File: src/rtl/decode_issue_ctrl.sv
// rtl/decode_issue_ctrl.sv - decode-to-execute issue control with register scoreboard and mul/div occupancy sequencer
//
// Ports:
//   clk, reset          clock; synchronous active-low reset
//   id_*                decoded instruction: valid, sources (+use), destination (+wen), mul/div flag
//   wb_valid, wb_rd     register write retiring this cycle
//   flush               redirect from EX, kills the decode-stage instruction
//   issue               decode instruction moves into EX this cycle
//   stall_f, stall_d    hold fetch / decode pipeline registers
//   bubble_e            load a NOP into the EX pipeline register
//   busy_vec            pending-write scoreboard, one bit per register (x0 never set)
//   muldiv_busy         mul/div unit occupied
//   muldiv_done         one-cycle pulse at the end of mul/div occupancy
module decode_issue_ctrl #(
    parameter int NREG       = 32,
    parameter int MULDIV_LAT = 8
) (
    input  logic            clk,
    input  logic            reset,
    input  logic            id_valid,
    input  logic [4:0]      id_rs1,
    input  logic [4:0]      id_rs2,
    input  logic            id_use_rs1,
    input  logic            id_use_rs2,
    input  logic [4:0]      id_rd,
    input  logic            id_wen,
    input  logic            id_is_muldiv,
    input  logic            wb_valid,
    input  logic [4:0]      wb_rd,
    input  logic            flush,
    output logic            issue,
    output logic            stall_f,
    output logic            stall_d,
    output logic            bubble_e,
    output logic [NREG-1:0] busy_vec,
    output logic            muldiv_busy,
    output logic            muldiv_done
);

    typedef enum logic [1:0] {
        S_IDLE = 2'd0,
        S_BUSY = 2'd1,
        S_DONE = 2'd2
    } md_state_e;

    md_state_e       state_q;
    logic [7:0]      cnt_q;
    logic [NREG-1:0] busy_q;
    logic [NREG-1:0] busy_d;

    logic [31:0] eb;        // effective busy, widened to the 5-bit index space
    logic [31:0] nb;
    logic        hazard;
    logic        issue_int;
    logic        stall_int;

    always_comb begin
        eb = 32'(busy_q);
        // A retiring write is forwarded by the register file, so it is not a hazard.
        if (wb_valid) begin
            eb[wb_rd] = 1'b0;
        end
        eb[0] = 1'b0;

        hazard = (id_use_rs1 & eb[id_rs1])
               | (id_use_rs2 & eb[id_rs2])
               | (id_wen & (id_rd != 5'd0) & eb[id_rd])
               | (id_is_muldiv & (state_q != S_IDLE));

        issue_int = reset & id_valid & ~hazard & ~flush;
        stall_int = reset & id_valid & hazard & ~flush;

        // eb already carries the writeback clear; the set is applied last so it wins.
        nb = eb;
        if (issue_int && id_wen && (id_rd != 5'd0)) begin
            nb[id_rd] = 1'b1;
        end
        nb[0]  = 1'b0;
        busy_d = nb[NREG-1:0];
    end

    always_ff @(posedge clk) begin
        if (!reset) begin
            busy_q  <= '0;
            state_q <= S_IDLE;
            cnt_q   <= 8'd0;
        end else begin
            busy_q <= busy_d;
            case (state_q)
                S_IDLE: begin
                    if (issue_int && id_is_muldiv) begin
                        state_q <= S_BUSY;
                        // BUSY lasts MULDIV_LAT-1 cycles, DONE one more.
                        cnt_q   <= 8'(MULDIV_LAT - 2);
                    end
                end
                S_BUSY: begin
                    if (cnt_q != 8'd0) begin
                        cnt_q <= cnt_q - 8'd1;
                    end else begin
                        state_q <= S_DONE;
                    end
                end
                S_DONE: begin
                    state_q <= S_IDLE;
                end
                default: begin
                    state_q <= S_IDLE;
                end
            endcase
        end
    end

    assign issue       = issue_int;
    assign stall_f     = stall_int;
    assign stall_d     = stall_int;
    assign bubble_e    = ~issue_int;
    assign busy_vec    = busy_q;
    assign muldiv_busy = (state_q != S_IDLE);
    assign muldiv_done = reset & (state_q == S_DONE);

endmodule

File: config.mk
export PLATFORM = sky130hd
export DESIGN_NAME = decode_issue_ctrl
export DESIGN_NICKNAME = d
export VERILOG_FILES = /design/src/rtl/decode_issue_ctrl.sv
export SDC_FILE = /design/constraint.sdc
export NUM_CORES = 1
export LEC_CHECK = 0
export BUFFER_PORTS_ARGS = -buffer_cell sky130_fd_sc_hd__buf_2
export CORE_MARGIN = 1
export CORE_UTILIZATION = 40
export DETAILED_ROUTE_END_ITERATION = 6
export PLACE_DENSITY = 0.58
export RECOVER_POWER = 50
export SLEW_MARGIN = 20
export SYNTH_ARGS = -nofsm -noshare
export SYNTH_HDL_FRONTEND = slang
export SYNTH_SLANG_ARGS = --single-unit
File: constraint.sdc
create_clock -name clk -period 7.05 [get_ports clk]
set_input_delay 0.3525 -clock clk [delete_from_list [all_inputs] [get_ports clk]]
set_output_delay 0.3525 -clock clk [all_outputs]
set_load 0.03 [all_outputs]
* After elaboration in Yosys (flattened, before gate mapping)
Cells that the tools add are included.
Word-level totals: word-level logic and storage cells 66, output and inout bits 38, register bits 42
Cells by class: equal/unequal tests 5, reductions and logical operators 12, bitwise operators 20, multiplexer cells 18, magnitude comparators 6, add/sub/neg operators 1
Operator list (count):
- $mux 32 | 2
- $and 32x32->32 | 1
- $not 32->32 | 1
- $or 32x32->32 | 1
- $lt 5x6->1 const B | 4
- $mux 8 | 2
- $pmux 8 s2 | 1
- $bmux 1 s5 | 3
- $and 1x1->1 | 11
- $demux 1 s5 | 2
- $ge 5x1->1 const B | 2
- $reduce_bool 8->1 | 1
- $sub 8x1->8 const B | 1
- $ne 2x2->1 const B | 3
- $logic_and 1x1->1 | 5
- $mux 1 | 5
- $reduce_bool 5->1 | 1
- $mux 2 | 2
- $pmux 2 s2 | 1
- $reduce_bool 2->1 | 2
- $not 1->1 | 3
- $or 1x1->1 | 3
- $reduce_and 3->1 | 1
- $eq 2x1->1 const B | 1
- 3 further kinds | 3

* Longest topological paths before layout
Gate-level depths: netlist (run 1).
depth after elaboration 19, mapped depth 12

* Least setup slack after synthesis (run 1)
No wires, ideal clock.
kind input to output, start point input port id_rs2[0], end point output port bubble_e, arrival 3.598 ns, stages 11, data required time 6.698 ns, setup slack 3.100 ns, cells stage by stage buf_2 > buf_1 > mux2i_1 > nor2_1 > o21ai_0 > a21oi_1 > nor4b_1 > o211ai_2 > buf_2 > nor4_1 > inv_1
On the way: cells in the longest elaborated chain, start to end 10
Ends and longest elaborated chain:
- start, declared | line 22 | input logic [4:0] id_rs2,
- $bmux 1 s5 | line 66 | | (id_use_rs2 & eb[id_rs2])
- $mux 1 (implied by the code) | line 66
- $and 1x1->1 | line 66
- $or 1x1->1 | line 66
- $or 1x1->1 | line 67 | | (id_wen & (id_rd != 5'd0) & eb[id_rd])
- $or 1x1->1 | line 68 | | (id_is_muldiv & (state_q != S_IDLE));
- $not 1->1 | line 70 | issue_int = reset & id_valid & ~hazard & ~flush;
- $and 1x1->1 (2 in series) | line 70
- named net issue | line 31 | output logic issue,
- $not 1->1 | line 117 | assign bubble_e = ~issue_int;
- end, declared | line 34 | output logic bubble_e,
The timed path passes the listed nets, and every way through them passes these cells. The select of a mux whose other input is x is not followed.

* Final worst setup path (run 1)
start point input port wb_rd[0], end point output port issue
On the way: cells in the longest elaborated chain, start to end 16, elaborated cells between the ends (all ways) 23, classes of those cells 2 x order compare; 9 x mux; 11 x bitwise; 1 x reduce/logical
Ends and longest elaborated chain:
- start, declared | line 29 | input logic [4:0] wb_rd,
- $lt 5x6->1 (implied by the code) / $ge 5x1->1 (equally long branches) | line 61 | eb[wb_rd] = 1'b0;
- $logic_and 1x1->1 (implied by the code) | line 61
- $mux 1 (implied by the code) | line 61
- $demux 1 s5 * | line 61
- $not 32->32 (no line) *
- $and 32x32->32 (no line) *
- $mux 32 * | line 60 | if (wb_valid) begin
- $bmux 1 s5 (on tied branches) | line 65, 66
- $mux 1 (on tied branches) | line 65, 66
- $and 1x1->1 (on tied branches) | line 65, 66
- $or 1x1->1 | line 66
- $or 1x1->1 * | line 67
- $or 1x1->1 * | line 68
- $not 1->1 * | line 70
- $and 1x1->1 * (2 in series) | line 70
- end, declared | line 31
Every way passes the cells marked *; elsewhere a longest branch is shown, timed or not. The select of a mux whose other input is x is not followed.

==> metrics.txt, run 1 <==
minimum clock period after layout=between 4 and 5 ns; aggregate global-route resource usage=26.9%; setup TNS=0 ns; H-tree levels=2; Max VDD drop=roughly 0.000092 V; area leader, netlist=sky130_fd_sc_hd__dfxtp_1; count of final hold-check violations=0; maximum number of pins on one net before global-route repair=32; Sequential Power Share=45.0%; Port-buffer cells=65; cell depth of the worst min-delay path=3; number of DRC violations after detailed routing=0; Die Width=95.8 um; Commonest cells post-synth=sky130_fd_sc_hd__nand2_1 (47), sky130_fd_sc_hd__dfxtp_1 (41), sky130_fd_sc_hd__nor2_1 (25); Post-synth EDFFs=0; initial antenna violation count=0; Final nets=515; final weighted congestion in routability-driven placement=0.907; number of endpoints failing setup at the final stage=0; Max Fclk=0.239 GHz; final routed wirelength across all metal layers=around 12000 um; distinct cell type count of the synthesized netlist=74; area growth from synthesis to layout=8.96%; total I/O pin count=67; number of vias per cell=6.56; most instantiated flip-flop cell in the synthesis netlist=sky130_fd_sc_hd__dfxtp_1; starting utilization of the core area=42.0%; core region area=8380 um^2; worst-margin pin slew=1.37 ns; largest cells by area after synthesis=sky130_fd_sc_hd__dfxtp_1 (23%), sky130_fd_sc_hd__mux2i_1 (5.4%), sky130_fd_sc_hd__nand2_1 (5.0%); average detailed-routed wire length per instance=20.9 um; row cnt=33; share of the yosys chip area belonging to registers=23.3%; Synth async-reset ratio=0%; buffers from clock root to sink, at most=2; flop and latch count out of synthesis=41; CP arrival=3.83 ns; clock tree root buffer cell=sky130_fd_sc_hd__clkbuf_8; Internal Pwr Total=0.000364 W; number of setup buffers added after CTS=0; Static Leakage=roughly 1.4 nW; RSZ-0062 raised after global routing=no; DIE HEIGHT=95.8 um; clock sink count=around 40; overall via count from detail_route=3865; data required time of the critical path=6.70 ns; full die area=around 9000 um^2; antenna viol nets, final=0; synthesized area divided by synthesized cell count=7.80 um^2; switching fraction of total power=roughly 30%; type of the most critical hold path=in -> reg; fraction of synthesized cell area taken by the top area cell type=23.3%; Crit. End Element=output pin; max capacitance violation total=0; portion of the clock cycle consumed by the worst path in the final layout=59.4%; combinational share of power=a little under a fifth; nets in the synthesized netlist=482; worst max-slew margin expressed relative to the limit=under 10%; Clock Power Share=a little over a third; FF-to-FF path depth=8; Hold Crit Start=id_rd[4]; number of diodes=0; Reg-to-Reg Start=busy_vec[19]; final number of max-transition violations=0; status=complete, no violations; reported net switching power=approximately 0.00016 W; number of DRC markers in iteration 0=403; type of the worst setup path=in -> out; Tot Pwr=0.000519 W; HPWL after detailed placement=9230 um; post-synth design cell area=3520 um^2; quantity of hold-fixing buffers added after cts=0; Remaining Overflow, GRT=0; number of warnings reported in the yosys synthesis log=0; total power divided by cell area=135 nW/um^2; first-pass GRT wire length=18700 um; most numerous cell in the Yosys netlist=sky130_fd_sc_hd__nand2_1; Worst-Skew Late Latency=0.30 ns; critical path startpoint category=primary input; CTS buffer count=5; first-pass iteration count of the detailed router=5; clock input transition at the sequential cells of the worst setup and hold paths=0.09 ns; Resized cells post-CTS=0; maximum net fanout on the critical path=16; Worst setup startpoint=wb_rd[0]; via count of the first global-routing pass=3519; synthesized instance count=451; fraction of final layout cells sized beyond drive strength 1=between 10% and 20%; Clock Skew=roughly 0.012 ns; clock tree from TritonCTS=built
sequential cells by signal, summed over array words and instances (netlist names):
register / cells
busy_vec: 31
cnt_q: 8
state_q: 2
worst paths after layout:
kind | endpoint | slack, ns
setup / recovery | issue | 2.86
hold / removal | busy_vec[19] | 0.45
setup reg to reg | busy_vec[12] | 3.48
hold reg to reg | cnt_q[1] | 0.46
routing by layer:
layer | GRT usage, % | wire length [um]
met1 | 36.3 | 5130
met2 | 42.7 | 5590
met3 | 3.87 | 1170
met4 | 11.2 | 418
met5 | 0 | 0
per-stage QoR:
stage / std cells / hold slack [ns] / area [um^2] / worst slack (ns) / util (%)
6_report: 589 / 0.455 / 3830 / 2.86 / 45.7
5_1_grt: 589 / 0.475 / 3830 / 2.48 / 45.7
4_1_cts: 589 / 0.440 / 3880 / 3.28 / 46.3
3_5_place_dp: 582 / 0.455 / 3780 / 3.29 / 45.1
3_3_place_gp: 582 / 0.448 / 3780 / 3.42 / 45.1
2_1_floorplan: 451 / 0.435 / 3520 / 3.10 / -
area by class of cell:
cell class	count	area, um^2
fill	879	4550
timing repair buffer	67	298
multi-input combinational	353	2420
tap	105	131
clock buffer	5	68.8
clock inverter	2	35.0
inverter	16	60.1
sequential	41	821
placed cells by master (no fill, tap or decap), drive strengths merged, types with 5 or more instances in the layout:
cell and n:
a31o 13, nor2 26, dfxtp 41, buf 33
inv 16, a211oi 6, a311oi 7, o21a 9
a32o 6, a21oi 17, o211ai 6, mux2i 19
o21ai 14, nand4b 5, nor4b 8, or3 6
and3 7, nand3 11, nand2b 13, xnor2 7
nand2 47, nor4 11, nor3 16, clkbuf 39
and2 5, a21boi 13, nor2b 8, a31oi 6
nand4 8
power groups by stage:
stage,logic [W],registers [W],clock network (W)
3_5_place_dp,0.0000950,0.000239,0
2_1_floorplan,0.0000696,0.000240,0
5_1_grt,0.000104,0.000234,0.000199
4_1_cts,0.0000954,0.000234,0.000190
6_report,0.0000969,0.000234,0.000189
3_3_place_gp,0.0000952,0.000239,0
worst max-delay path: stages:
cell                        delay (ns)
sky130_fd_sc_hd__clkbuf_1         0.54
sky130_fd_sc_hd__nor2b_1          0.63
sky130_fd_sc_hd__a21boi_0         0.40
sky130_fd_sc_hd__a2111oi_0        0.49
sky130_fd_sc_hd__a21oi_1          0.10
sky130_fd_sc_hd__nand4_1          0.09
sky130_fd_sc_hd__o211ai_1         0.43
sky130_fd_sc_hd__nor4_1           0.53
sky130_fd_sc_hd__buf_2            0.27
logic make-up (layout without fill, tap and decap cells):
kind of cell	after synthesis	in the layout	share of synthesized area [%]
compound gates	131	131	28.6
xor+xnor	9	9	2.45
fa+ha+maj	2	2	0.711
buf+inv	57	90	7.75
flops	41	41	23.3
mux	24	24	7.33
other cells	1	1	0.107
simple gates	186	186	29.7
No activity file was read; power rests on OpenSTA's default activity.
==> run 2: changes to the inputs <==
==> constraint.sdc (replaced) <==
create_clock -name clk -period 4.15 [get_ports clk]
set_input_delay 0.2075 -clock clk [delete_from_list [all_inputs] [get_ports clk]]
set_output_delay 0.2075 -clock clk [all_outputs]
set_load 0.03 [all_outputs]
==> run 2 against run 1 <==
Worst setup slack got worse by 2.1 ns. Total power is 76% higher. Core utilization increased by 0.34 points. Hold slack got worse by 0.13 ns. Via count up 0.49%. Combinational power rose by 75%. Sequential power grew 70%. Clock skew up 0.0038 ns.
==> metrics.txt, run 2 (synthesized netlist as in run 1, its figures left out) <==
clock input transition at the sequential cells of the worst setup and hold paths=0.08 ns; most used cells in the layout excluding fill and tap cells=sky130_fd_sc_hd__nand2_1 (47), sky130_fd_sc_hd__dfxtp_1 (41), sky130_fd_sc_hd__clkbuf_1 (34); clock tree root buffer cell=sky130_fd_sc_hd__clkbuf_8; critical path startpoint category=primary input; HPWL after detailed placement=a little over 9000 um; final standard cell count with taps included and fillers excluded=592; first-pass GRT wire length=between 15000 and 20000 um; worst-margin pin slew=1.43 ns; CTS buffer count=5; final routed wirelength across all metal layers=12300 um; portion of the clock cycle consumed by the worst path in the final layout=81.4%; final non-filler cell area=between 3000 and 4000 um^2; cell-by-cell trace of the critical path=buf_2 -> nor2b_1 -> a21boi_0 -> a31oi_1 -> a31oi_1 -> nor4b_1 -> o211ai_1 -> nor4_1 -> buf_2; quantity of hold-fixing buffers added after cts=0; count of final hold-check violations=0; FF-to-FF path depth=9; buffers from clock root to sink, at most=2; Resized cells post-CTS=0; status=complete, no violations; Worst path top cell family by delay=simple AND/OR/NAND/NOR gates; data required time of the critical path=3.94 ns; worst max-slew margin expressed relative to the limit=4.49%; Crit path buffers/inverters=2; final weighted congestion in routability-driven placement=0.949; via count of the first global-routing pass=3476; Static Leakage=1.37 nW; number of endpoints failing setup at the final stage=0; CP arrival=3.17 ns; final number of max-transition violations=0; Clock Skew=roughly 0.016 ns; first-pass iteration count of the detailed router=5; aggregate global-route resource usage=27.3%; DIE HEIGHT=between 90 and 100 um; clock tree from TritonCTS=built; Max VDD drop=0.000131 V; minimum clock period after layout=3.38 ns; fin worst setup slack=roughly 0.77 ns; number of setup buffers added after CTS=0; Slowest cell on crit path=sky130_fd_sc_hd__nor2b_1; cell depth of the worst min-delay path=3; Worst-Skew Late Latency=0.30 ns; clock sink count=41; fillers=between 800 and 900; area of combinational cells with multiple inputs=2420 um^2; Port-buffer cells=65; antenna viol nets, final=0; number of vias per cell=6.56; row cnt=33; maximum net fanout on the critical path=15; max capacitance violation total=0; instance area at placement=between 3000 and 4000 um^2; full die area=9170 um^2; fraction of final layout cells sized beyond drive strength 1=14.4%; Reg area=821 um^2; setup TNS=0 ns; Setup WS pre-CTS=0.828 ns; cell count after placement=roughly 600; max FFs per register=31; type of the most critical hold path=in -> reg; Remaining Overflow, GRT=0; Final nets=a little over 500; maximum number of pins on one net before global-route repair=32; Post-Route Hold Slack=0.323 ns; Die Width=95.8 um; type of the worst setup path=in -> out; starting utilization of the core area=about two fifths; initial antenna violation count=0; number of DRC markers in iteration 0=304; number of diodes=0; Crit. End Element=output pin; area growth from synthesis to layout=9.78%; total I/O pin count=67; core region area=8380 um^2; overall via count from detail_route=3884; RSZ-0062 raised after global routing=no; number of DRC violations after detailed routing=0; most common cell after layout, fill and taps aside=sky130_fd_sc_hd__nand2_1; total power divided by cell area=236 nW/um^2; average detailed-routed wire length per instance=~21 um; CP Depth=9; maximum cell stage delay along the critical path=0.64 ns; H-tree levels=2; Max Fclk=0.296 GHz
[run 2: cell types whose count changed in the layout (fill, tap and decap cells not counted), sizes merged]
cell / delta
buf: +2
clkbuf: +1
clkinv: -1
clkinvlp: +1
[run 2: per-stage QoR]
stage / utilization (%) / total power (W)
6_report: 46.1 / 0.000912
3_3_place_gp: 45.2 / 0.000573
4_1_cts: 46.7 / 0.000918
2_1_floorplan: - / 0.000526
5_1_grt: 46.1 / 0.000949
3_5_place_dp: 45.2 / 0.000573
[run 2: metal layers]
layer	vias to the layer above	track usage (%)	part of all wire, %
li1	1774	-	-
met1	1846	36.3	43
met2	238	43.3	45
met3	26	5.53	9.4
met4	0	10.3	2.5
met5	-	0	0
[run 2: path summary, 6_finish.rpt]
| check | from | end | slack (ns) |
|---|---|---|---|
| setup / recovery | wb_rd[1] | issue | 0.77 |
| hold / removal | id_rd[4] | busy_vec[19] | 0.32 |
| setup reg to reg | busy_vec[9] | busy_vec[23] | 1.01 |
| hold reg to reg | cnt_q[1] | cnt_q[1] | 0.46 |
[run 2: cell type report]
cell class | count | area share (%)
clock buffer | 6 | 2.14
clock inverter | 2 | 0.972
inverter | 16 | 1.55
multi-input combinational | 353 | 62.6
sequential | 41 | 21.3
tap | 105 | 3.40
timing repair buffer | 69 | 8.03
[run 2: worst register-to-register path: cells and delay by family, from the launching register on]
| family | cells | cell delay, ns |
|---|---|---|
| AO/OA/AOI/OAI | 5 | 1.69 |
| buffers and inverters | 2 | 0.76 |
| flip-flops | 1 | 0.35 |
| AND/OR/NAND/NOR | 2 | 0.22 |
[run 2: power by group]
part / internal, W / total, W / switching (W)
clock: 0.000196 / 0.000345 / 0.000149
combinational: 0.0000484 / 0.000170 / 0.000122
sequential: 0.000395 / 0.000397 / 0.00000208
